<file path="src/rtl/mem_access_unit.sv">
// mem_access_unit: load/store sequencer for the MEM stage of the 16-bit pipeline.
// Drives a big-endian, byte-addressed data memory that acts on the falling edge,
// returns formatted load results to write-back and performs read-modify-write
// for byte stores so the neighbouring byte of the 16-bit word is preserved.
module mem_access_unit #(
    parameter int RD_W = 4
) (
    input  logic            clk,
    input  logic            reset,
    input  logic            req_valid,
    output logic            req_ready,
    input  logic            req_load,
    input  logic            req_store,
    input  logic            req_byte,
    input  logic            req_signed,
    input  logic [15:0]     req_addr,
    input  logic [15:0]     req_wdata,
    input  logic [RD_W-1:0] req_rd,
    output logic [15:0]     mem_addr,
    output logic [15:0]     mem_wdata,
    output logic [1:0]      mem_write,
    input  logic [15:0]     mem_rdata,
    output logic            wb_valid,
    output logic [15:0]     wb_data,
    output logic [RD_W-1:0] wb_rd,
    output logic            err
);

    typedef enum logic [1:0] {
        IDLE   = 2'd0,
        ACCESS = 2'd1,
        RMW_RD = 2'd2,
        RMW_WR = 2'd3
    } state_t;

    localparam logic [1:0] MEM_RD = 2'b00;
    localparam logic [1:0] MEM_WR = 2'b01;

    state_t state;
    state_t state_next;

    logic [15:0]     mem_addr_next;
    logic [15:0]     mem_wdata_next;
    logic [1:0]      mem_write_next;
    logic            wb_valid_next;
    logic [15:0]     wb_data_next;
    logic [RD_W-1:0] wb_rd_next;
    logic            err_next;

    // Request fields kept from the accepting edge for the rest of the operation.
    logic            lat_load;
    logic            lat_byte;
    logic            lat_signed;
    logic [7:0]      lat_st;
    logic [RD_W-1:0] lat_rd;
    logic            lat_load_next;
    logic            lat_byte_next;
    logic            lat_signed_next;
    logic [7:0]      lat_st_next;
    logic [RD_W-1:0] lat_rd_next;

    logic            accept;
    logic            reject;
    logic [15:0]     load_fmt;

    assign req_ready = (state == IDLE);

    // Accept decode, rejection rules and load-result formatting.
    always_comb begin
        accept   = req_valid && (state == IDLE);
        reject   = accept && ((req_load && req_store) ||
                              ((req_load || req_store) && !req_byte && req_addr[0]));
        load_fmt = mem_rdata;
        if (lat_byte) begin
            load_fmt = {{8{lat_signed & mem_rdata[15]}}, mem_rdata[15:8]};
        end
    end

    // Next-state and next-output logic; every register holds unless changed below.
    always_comb begin
        state_next      = state;
        mem_addr_next   = mem_addr;
        mem_wdata_next  = mem_wdata;
        mem_write_next  = mem_write;
        wb_valid_next   = 1'b0;
        wb_data_next    = wb_data;
        wb_rd_next      = wb_rd;
        err_next        = 1'b0;
        lat_load_next   = lat_load;
        lat_byte_next   = lat_byte;
        lat_signed_next = lat_signed;
        lat_st_next     = lat_st;
        lat_rd_next     = lat_rd;

        case (state)
            IDLE: begin
                mem_write_next = MEM_RD;
                if (accept) begin
                    if (reject) begin
                        err_next = 1'b1;
                    end else if (req_load || req_store) begin
                        lat_load_next   = req_load;
                        lat_byte_next   = req_byte;
                        lat_signed_next = req_signed;
                        lat_st_next     = req_wdata[7:0];
                        lat_rd_next     = req_rd;
                        mem_addr_next   = req_addr;
                        if (req_load) begin
                            state_next = ACCESS;
                        end else if (req_byte) begin
                            state_next = RMW_RD;
                        end else begin
                            mem_wdata_next = req_wdata;
                            mem_write_next = MEM_WR;
                            state_next     = ACCESS;
                        end
                    end
                end
            end
            ACCESS: begin
                if (lat_load) begin
                    wb_valid_next = 1'b1;
                    wb_data_next  = load_fmt;
                    wb_rd_next    = lat_rd;
                end
                mem_write_next = MEM_RD;
                state_next     = IDLE;
            end
            RMW_RD: begin
                mem_wdata_next = {lat_st, mem_rdata[7:0]};
                mem_write_next = MEM_WR;
                state_next     = RMW_WR;
            end
            RMW_WR: begin
                mem_write_next = MEM_RD;
                state_next     = IDLE;
            end
            default: begin
                mem_write_next = MEM_RD;
                state_next     = IDLE;
            end
        endcase
    end

    // State register; reset returns to IDLE immediately.
    always_ff @(posedge clk or negedge reset) begin
        if (!reset) begin
            state <= IDLE;
        end else begin
            state <= state_next;
        end
    end

    // Output and latched-request registers; reset drops mem_write at once so no write issues.
    always_ff @(posedge clk or negedge reset) begin
        if (!reset) begin
            mem_addr   <= 16'h0000;
            mem_wdata  <= 16'h0000;
            mem_write  <= MEM_RD;
            wb_valid   <= 1'b0;
            wb_data    <= 16'h0000;
            wb_rd      <= '0;
            err        <= 1'b0;
            lat_load   <= 1'b0;
            lat_byte   <= 1'b0;
            lat_signed <= 1'b0;
            lat_st     <= 8'h00;
            lat_rd     <= '0;
        end else begin
            mem_addr   <= mem_addr_next;
            mem_wdata  <= mem_wdata_next;
            mem_write  <= mem_write_next;
            wb_valid   <= wb_valid_next;
            wb_data    <= wb_data_next;
            wb_rd      <= wb_rd_next;
            err        <= err_next;
            lat_load   <= lat_load_next;
            lat_byte   <= lat_byte_next;
            lat_signed <= lat_signed_next;
            lat_st     <= lat_st_next;
            lat_rd     <= lat_rd_next;
        end
    end

endmodule

</file>
<file path="config.mk">
export PLATFORM = sky130hd
export DESIGN_NAME = mem_access_unit
export DESIGN_NICKNAME = d
export VERILOG_FILES = /design/src/rtl/mem_access_unit.sv
export SDC_FILE = /design/constraint.sdc
export NUM_CORES = 1
export LEC_CHECK = 0
export CORE_MARGIN = 8
export CORE_UTILIZATION = 45
export DETAILED_ROUTE_END_ITERATION = 8
export GPL_TIMING_DRIVEN = 1
export HOLD_SLACK_MARGIN = 0.05
export PLACE_DENSITY = 0.81
export SLEW_MARGIN = 20
export SYNTH_ARGS = -nofsm -noshare
export SYNTH_HDL_FRONTEND = slang
export SYNTH_SLANG_ARGS = --single-unit
</file>
<file path="constraint.sdc">
create_clock -name clk -period 1.81 [get_ports clk]
set_input_delay 0.362 -clock clk [delete_from_list [all_inputs] [get_ports clk]]
set_output_delay 0.362 -clock clk [all_outputs]
set_load 0.1 [all_outputs]
</file>
==> results of run 1 <==
## timing repair
item                                    4_1_cts  5_1_grt
hold endpoints to repair                     16        0
hold buffers                                  1        0
gates resized for setup                       0        0
endpoints found under the setup margin        0        0
## layout make-up
type	instances	share of cell area
clock buffer	10	0.0242
clock inverter	6	0.0176
inverter	3	0.00214
multi-input combinational	178	0.235
sequential	72	0.342
tap	96	0.0228
timing repair buffer	131	0.356
## logic make-up (layout without fill, tap and decap cells)
family / after synthesis / in the layout / synth area share
buf+inv: 20 / 150 / 0.0483
simple gates: 92 / 92 / 0.132
compound gates: 45 / 45 / 0.0809
other cells: 1 / 1 / 0.00118
xor+xnor: 1 / 1 / 0.00275
flops: 72 / 72 / 0.565
fa+ha+maj: 1 / 1 / 0.00314
mux: 38 / 38 / 0.166
## placed cells by master, fill, tap and decap left out, types with 2 or more instances in the layout
cell,n
dfrtp_1,71
inv_1,3
clkbuf_8,9
bufinv_16,2
mux2i_1,8
buf_12,60
clkinvlp_4,2
o21ai_0,17
clkdlybuf4s50_1,57
nand2_1,61
mux2_4,30
and3_1,2
nor2_1,18
a21oi_1,8
buf_4,13
a31oi_1,16
## worst paths after layout
| kind | from | to | slack (ps) | depth (start not counted) |
|---|---|---|---|---|
| max | req_store | mem_wdata[13]$_DFFE_PN0P_ | 130 | 6 |
| min | reset | mem_addr[4]$_DFFE_PN0P_ | 430 | 2 |
| max reg2reg | state[0]$_DFFE_PN0P_ | mem_addr[13]$_DFFE_PN0P_ | 260 | 5 |
| min reg2reg | lat_rd[1]$_DFFE_PN0P_ | wb_rd[1]$_DFFE_PN0P_ | 500 | 2 |
| max in group asynchronous | reset | wb_data[5]$_DFFE_PN0P_ | 810 | 3 |
| min in group clk | lat_rd[1]$_DFFE_PN0P_ | wb_rd[1]$_DFFE_PN0P_ | 500 | 2 |
## stage by stage
step                hold slack [ps]  std cells  utilization  TNS [ps]  instance area (sq um)
global placement                244        479        0.738     -6350                   5040
CTS                             433        496        0.772         0                   5270
finish                          428        496        0.772         0                   5270
global route                    441        496        0.772         0                   5270
floorplan                      66.4        270            -     -3030                   3200
detailed placement              249        479        0.738     -7860                   5040
## state kept, by name (all words and copies together) (netlist names)
| name | flops |
|---|---|
| lat_st | 8 |
| err | 1 |
| state | 2 |
| lat_load | 1 |
| mem_write | 1 |
| lat_byte | 1 |
| wb_rd | 4 |
| wb_data | 16 |
| wb_valid | 1 |
| lat_signed | 1 |
| lat_rd | 4 |
| mem_addr | 16 |
| mem_wdata | 16 |
## per-layer routing
layer | track usage | vias to the layer above | wire, um
met1 | 0.217 | 1204 | 3560
met2 | 0.310 | 89 | 4550
li1 | - | 1166 | -
met5 | 0 | - | 0
met4 | 0.0756 | 0 | 161
met3 | 0.0464 | 16 | 539
## worst reg2reg max path, stage by stage, from the launching register on
cell and delay [ps]:
dfrtp_2 480, nor2_4 160, and3b_2 240, nand2_4 70, buf_12 170, mux2_4 320
==> run summary, run 1 <==
Status - complete, no violations
Die Area - 0.0100 sq mm
GP Congestion - 0.833
Syn Nets - 329
Crit path cell chain - clkdlybuf4s50_1, nand3b_4, or4_1, buf_4, nand2_1, a31oi_1
Fill cells - 425
Nets - 454
CTS Buf Count - 9
Row cnt - 30
Mapped Area - 0.00319 sq mm
Top FF cell, synth - dfrtp_1
Dominant cells by area after synthesis - dfrtp_1 (57%), mux2_4 (14%), nand2_1 (7.2%)
Crit-path leading delay family - buffers and inverters
Worst-skew pair later-pin latency - 340 ps
Largest net degree at the start of global routing - 38
Area Growth Syn to Fin - 65.4%
Final Worst Setup Slack - 133 ps
Post-Syn Area per Cell - 11.8 sq um
Worst Setup Path Type - in2reg
CP Launch Type - primary input
CP Capture Type - register
First-pass GRT wire length - 14.3 mm
Ratio of cells with drive above 1 in the final layout - 0.313
Asr flop ratio synth - 1.00
HPWL reported at the end of detailed placement - 6.68 mm
Final setup vio count - 0
Buffers & Inverters on Critical Path - 2
H-tree Lvls - 3
Number of setup buffers added after CTS - 0
Flops & latches, synth - 72
DR pass1 iterations - 4
Wire length per cell - 17.8 um
Count leader, synth - dfrtp_1
IO Port Bufs - 114
Crit-path max FO - 17
Die width - 100 um
Max_cap viols - 0
Detailed-route wire length - 8.82 mm
Avg Vias per Cell - 4.99
Worst hold path class - in2async
Total GRT Usage - 0.184
Initial antenna violation count - 0
Top post-synthesis cells by count - dfrtp_1 (72), nand2_1 (61), mux2_4 (30)
I/O pin cnt - 116
Largest stage delay, worst path - 610 ps
FMAX - 596 MHz
Final Critical Period - 1680 ps
CTS Root Cell - clkbuf_8
Syn. warnings - 0
# clock sinks - 72
Final Skew - 10.2 ps
Area leader, netlist - dfrtp_1
Crit-path slowest cell - clkdlybuf4s50_1
WP data arrival - 1880 ps
RSZ-0062 raised after global routing - no
Pre-CTS setup slack - -205 ps
Register area share after synthesis - 0.565
Worst EP required - 2020 ps
Max Slew Vio Count - 0
Clock Tree Buf Depth - 2
Final period util - 0.927
Count of cell types in the netlist - 33
Vias in the first global route - 2670
EDFF count, synth - 0
Core area - 0.00683 sq mm
Chip Height - 100 um
Vias post-DR - 2475
Grt total ovfl - 0
CTS tree - built
Gate Count Post-Synth - 270
Antenna viol nets, final - 0
Antenna Cells - 0
Reg area - 0.00180 sq mm
Top cell type's share of synthesized area - 0.565
Drt first-iter violations - 100
Multi-input gate area - 0.00124 sq mm
Final hold violations - 0
Starting Density - 0.466
Clock transition at path regs - 80 ps
DRC errors left - 0
Power of run 1 is left out: the tool's default activity adds up to more than one toggle a clock period on the data nets, which glitch-free logic cannot reach.
==> inputs of run 2 (changes only) <==
--- a/config.mk
+++ b/config.mk
@@ -11,7 +11,6 @@
 export GPL_TIMING_DRIVEN = 1
 export HOLD_SLACK_MARGIN = 0.05
 export PLACE_DENSITY = 0.81
-export SLEW_MARGIN = 20
 export SYNTH_ARGS = -nofsm -noshare
 export SYNTH_HDL_FRONTEND = slang
 export SYNTH_SLANG_ARGS = --single-unit
==> results of run 2 <==
Final layout, timing and power as in run 1 (identical DEF).
Power of run 2 is left out for the same reason.
==> edit: new RTL, flow settings as in run 1 <==
The parameter `RD_W` goes from 4 to 5.
--- a/src/rtl/mem_access_unit.sv
+++ b/src/rtl/mem_access_unit.sv
@@ -3,7 +3,7 @@
 // returns formatted load results to write-back and performs read-modify-write
 // for byte stores so the neighbouring byte of the 16-bit word is preserved.
 module mem_access_unit #(
-    parameter int RD_W = 4
+    parameter int RD_W = 5
 ) (
     input  logic            clk,
     input  logic            reset,
Ports: changed (resized req_rd and wb_rd); port bits go from 116 to 118. No check against the original RTL was run, so the function may have changed too.
==> edit against run 1 <==
- worst setup slack lost 0.0056 ns
- routed wire length grew 1.0%
- area after synthesis grew 2.9%
- sequential cell count grew 2
- first-iteration DRC count grew 1.0%
- cell area grew 1.5%
- count of clock-buffer cells in the layout grew 1
- clock skew shrank 0.0025 ns
- final cell count grew 2.4%
Power is not shown: default switching activity piles up to over one toggle a cycle in this logic, so the estimate is an artifact.
==> edit: results (changes against run 1) <==
Drt:
- The final wirelength is 8900 µm (was 8820 µm).
- The number of iterations in the first detailed-routing pass was 4 (unchanged).
- The initial detailed-routing violation count is 101 (was 100).
- The number of vias after detailed routing came to 2567 (was 2475).

Min path:
- The class of the tightest hold or removal check is register to register (was primary input to async pin).
- Along the worst hold path, the cell count comes to 2.
- The worst hold path startpoint is lat_rd[3]$_DFFE_PN0P_.
- The destination of the worst hold path is wb_rd[3]$_DFFE_PN0P_.

Clock network:
- The count of hold buffers inserted by post-cts repair was 1 (unchanged).
- The number of post-CTS setup repair buffers is 0 (unchanged).
- The insertion delay to the later sink of the worst-skew pair came to 0.34 ns (about the same).
- The clock root buffer is clkbuf_8 (unchanged).
- The post-cts resize count is 0 (unchanged).
- The H-tree depth is 3 (unchanged).
- The clock transition time at the flip-flop clock pins of the worst setup and hold paths is 0.08 ns (about the same).
- The TritonCTS buffer count is 9 (unchanged).
- The maximum number of buffers from clock root to sink is 2 (unchanged).

Place:
- The routability congestion estimate from global placement is 0.776 (was 0.833).
- The estimated wirelength of the detail-placed design is 6910 µm (was 6680 µm).
- The count of input and output buffers is 116 (was 114).

Setup path:
- The reg-to-reg critical path startpoint was state[0]$_DFFE_PN0P_ (unchanged).
- The top fanout value on the critical path is 5 (was 17).
- The terminus of the critical flop-to-flop path was mem_addr[9]$_DFFE_PN0P_ (was mem_addr[13]$_DFFE_PN0P_).
- The reg2reg setup slack came to 0.21 ns (was 0.26 ns).
- The logic depth of the worst register-to-register path is 5 (unchanged).
- The critical path arrival is 1.90 ns (was 1.88 ns).

Global route:
- The overall global routing resource usage is 0.181 (was 0.184).
- The number of global-route vias before repair is 2726 (was 2670).
- The number of antenna violations at the first check in global routing is 0 (unchanged).
- The pin count of the biggest net entering global routing is 39 (was 38).
- The global-route wire length before repair is 14400 µm (was 14300 µm).

Yosys:
- The net count after synthesis was 337 (was 329).
- The number of distinct standard cells referenced by the synthesized netlist came to 34 (was 33).
- The sequential fraction of the synthesis area was 0.565 (about the same).
- The proportion of register bits with asynchronous set or reset after synthesis came to 1.00 (unchanged).
- The total number of yosys warnings is 0 (unchanged).
- Commonest cells post-synth: dfrtp_1 (74), nand2_1 (64), mux2_4 (30) (was dfrtp_1 (72), nand2_1 (61), mux2_4 (30)).
- Dominant cells by area after synthesis: dfrtp_1 (56%), mux2_4 (14%), nand2_1 (7.3%), a31oi_1 (3.1%), o21ai_0 (2.6%) (was dfrtp_1 (57%), mux2_4 (14%), nand2_1 (7.2%), a31oi_1 (3.1%), o21ai_0 (2.7%)).

Finish:
- Largest registers: mem_addr: 16 flops, mem_wdata: 16 flops, wb_data: 16 flops (unchanged).
- The number of antenna cells inserted is 0 (unchanged).
- The layout cell share with drive strength beyond 1 is 0.318 (was 0.313).
- The final-stage net count is 464 (was 454).
- The count of fill cells added during filler insertion is 478 (was 425).

Timing:
- The actual slew at the worst max-slew pin is roughly 0.55 ns.
- The final hold slack is 0.481 ns (was 0.428 ns).
- The worst clock skew on the final layout was 0.00769 ns (was 0.0102 ns).

Status:
- Status: finished, final reports clean (unchanged).
[edit: cells by family (layout without fill, tap and decap cells)]
| kind of cell | after synthesis | in the layout | share of synthesized area |
|---|---|---|---|
| AOI/OAI and AO/OA | 45 | 45 | 0.0790 |
| xor gates and xnor gates | 1 | 1 | 0.00267 |
| adders and majority gates | 1 | 1 | 0.00305 |
| buffers and inverters | 21 | 153 | 0.0515 |
| DFF | 74 | 74 | 0.565 |
| muxes | 39 | 39 | 0.165 |
| other | 1 | 1 | 0.00114 |
| and+or+nand+nor | 95 | 95 | 0.132 |
[edit: cell type report]
cell class,instances,area [µm²],share of cell area
clock buffers,11,141,0.0264
clock inverters,5,30.0,0.00561
inverters,3,11.3,0.00210
multi-input cells,182,1260,0.236
flip-flops and latches,74,1850,0.346
well taps,99,124,0.0231
repair buffers,134,1930,0.360
[edit: critical path, cell delays in order]
cell,delay (ns)
clkdlybuf4s50_1,0.61
xor2_1,0.29
nand2_4,0.14
buf_4,0.19
mux2_4,0.30
[edit: worst max path at each step]
stage / end / slack [ns] / startpoint
after floorplan: mem_addr[0]$_DFFE_PN0P_ / -0.1 / state[0]$_DFFE_PN0P_
after global placement: state[0]$_DFFE_PN0P_ / -0.16 / req_load
after detailed placement: mem_addr[9]$_DFFE_PN0P_ / -0.21 / req_store
after CTS: mem_addr[9]$_DFFE_PN0P_ / 0.12 / req_store
after global routing: mem_wdata[5]$_DFFE_PN0P_ / 0.09 / req_store
final: mem_addr[9]$_DFFE_PN0P_ / 0.13 / req_store
[edit: through the flow]
| stage | instances | cell area, µm² | setup WS (ns) |
|---|---|---|---|
| after floorplan | 277 | 3290 | -0.0989 |
| after global placement | 491 | 5170 | -0.155 |
| after detailed placement | 491 | 5170 | -0.213 |
| after CTS | 508 | 5350 | 0.125 |
| after global routing | 508 | 5350 | 0.0875 |
| final | 508 | 5350 | 0.127 |
[edit: routing by layer]
layer  global-route usage  routed length [µm]
met1                0.215                3550
met2                0.310                4650
met3               0.0405                 540
met4               0.0745                 161
met5                    0                   0
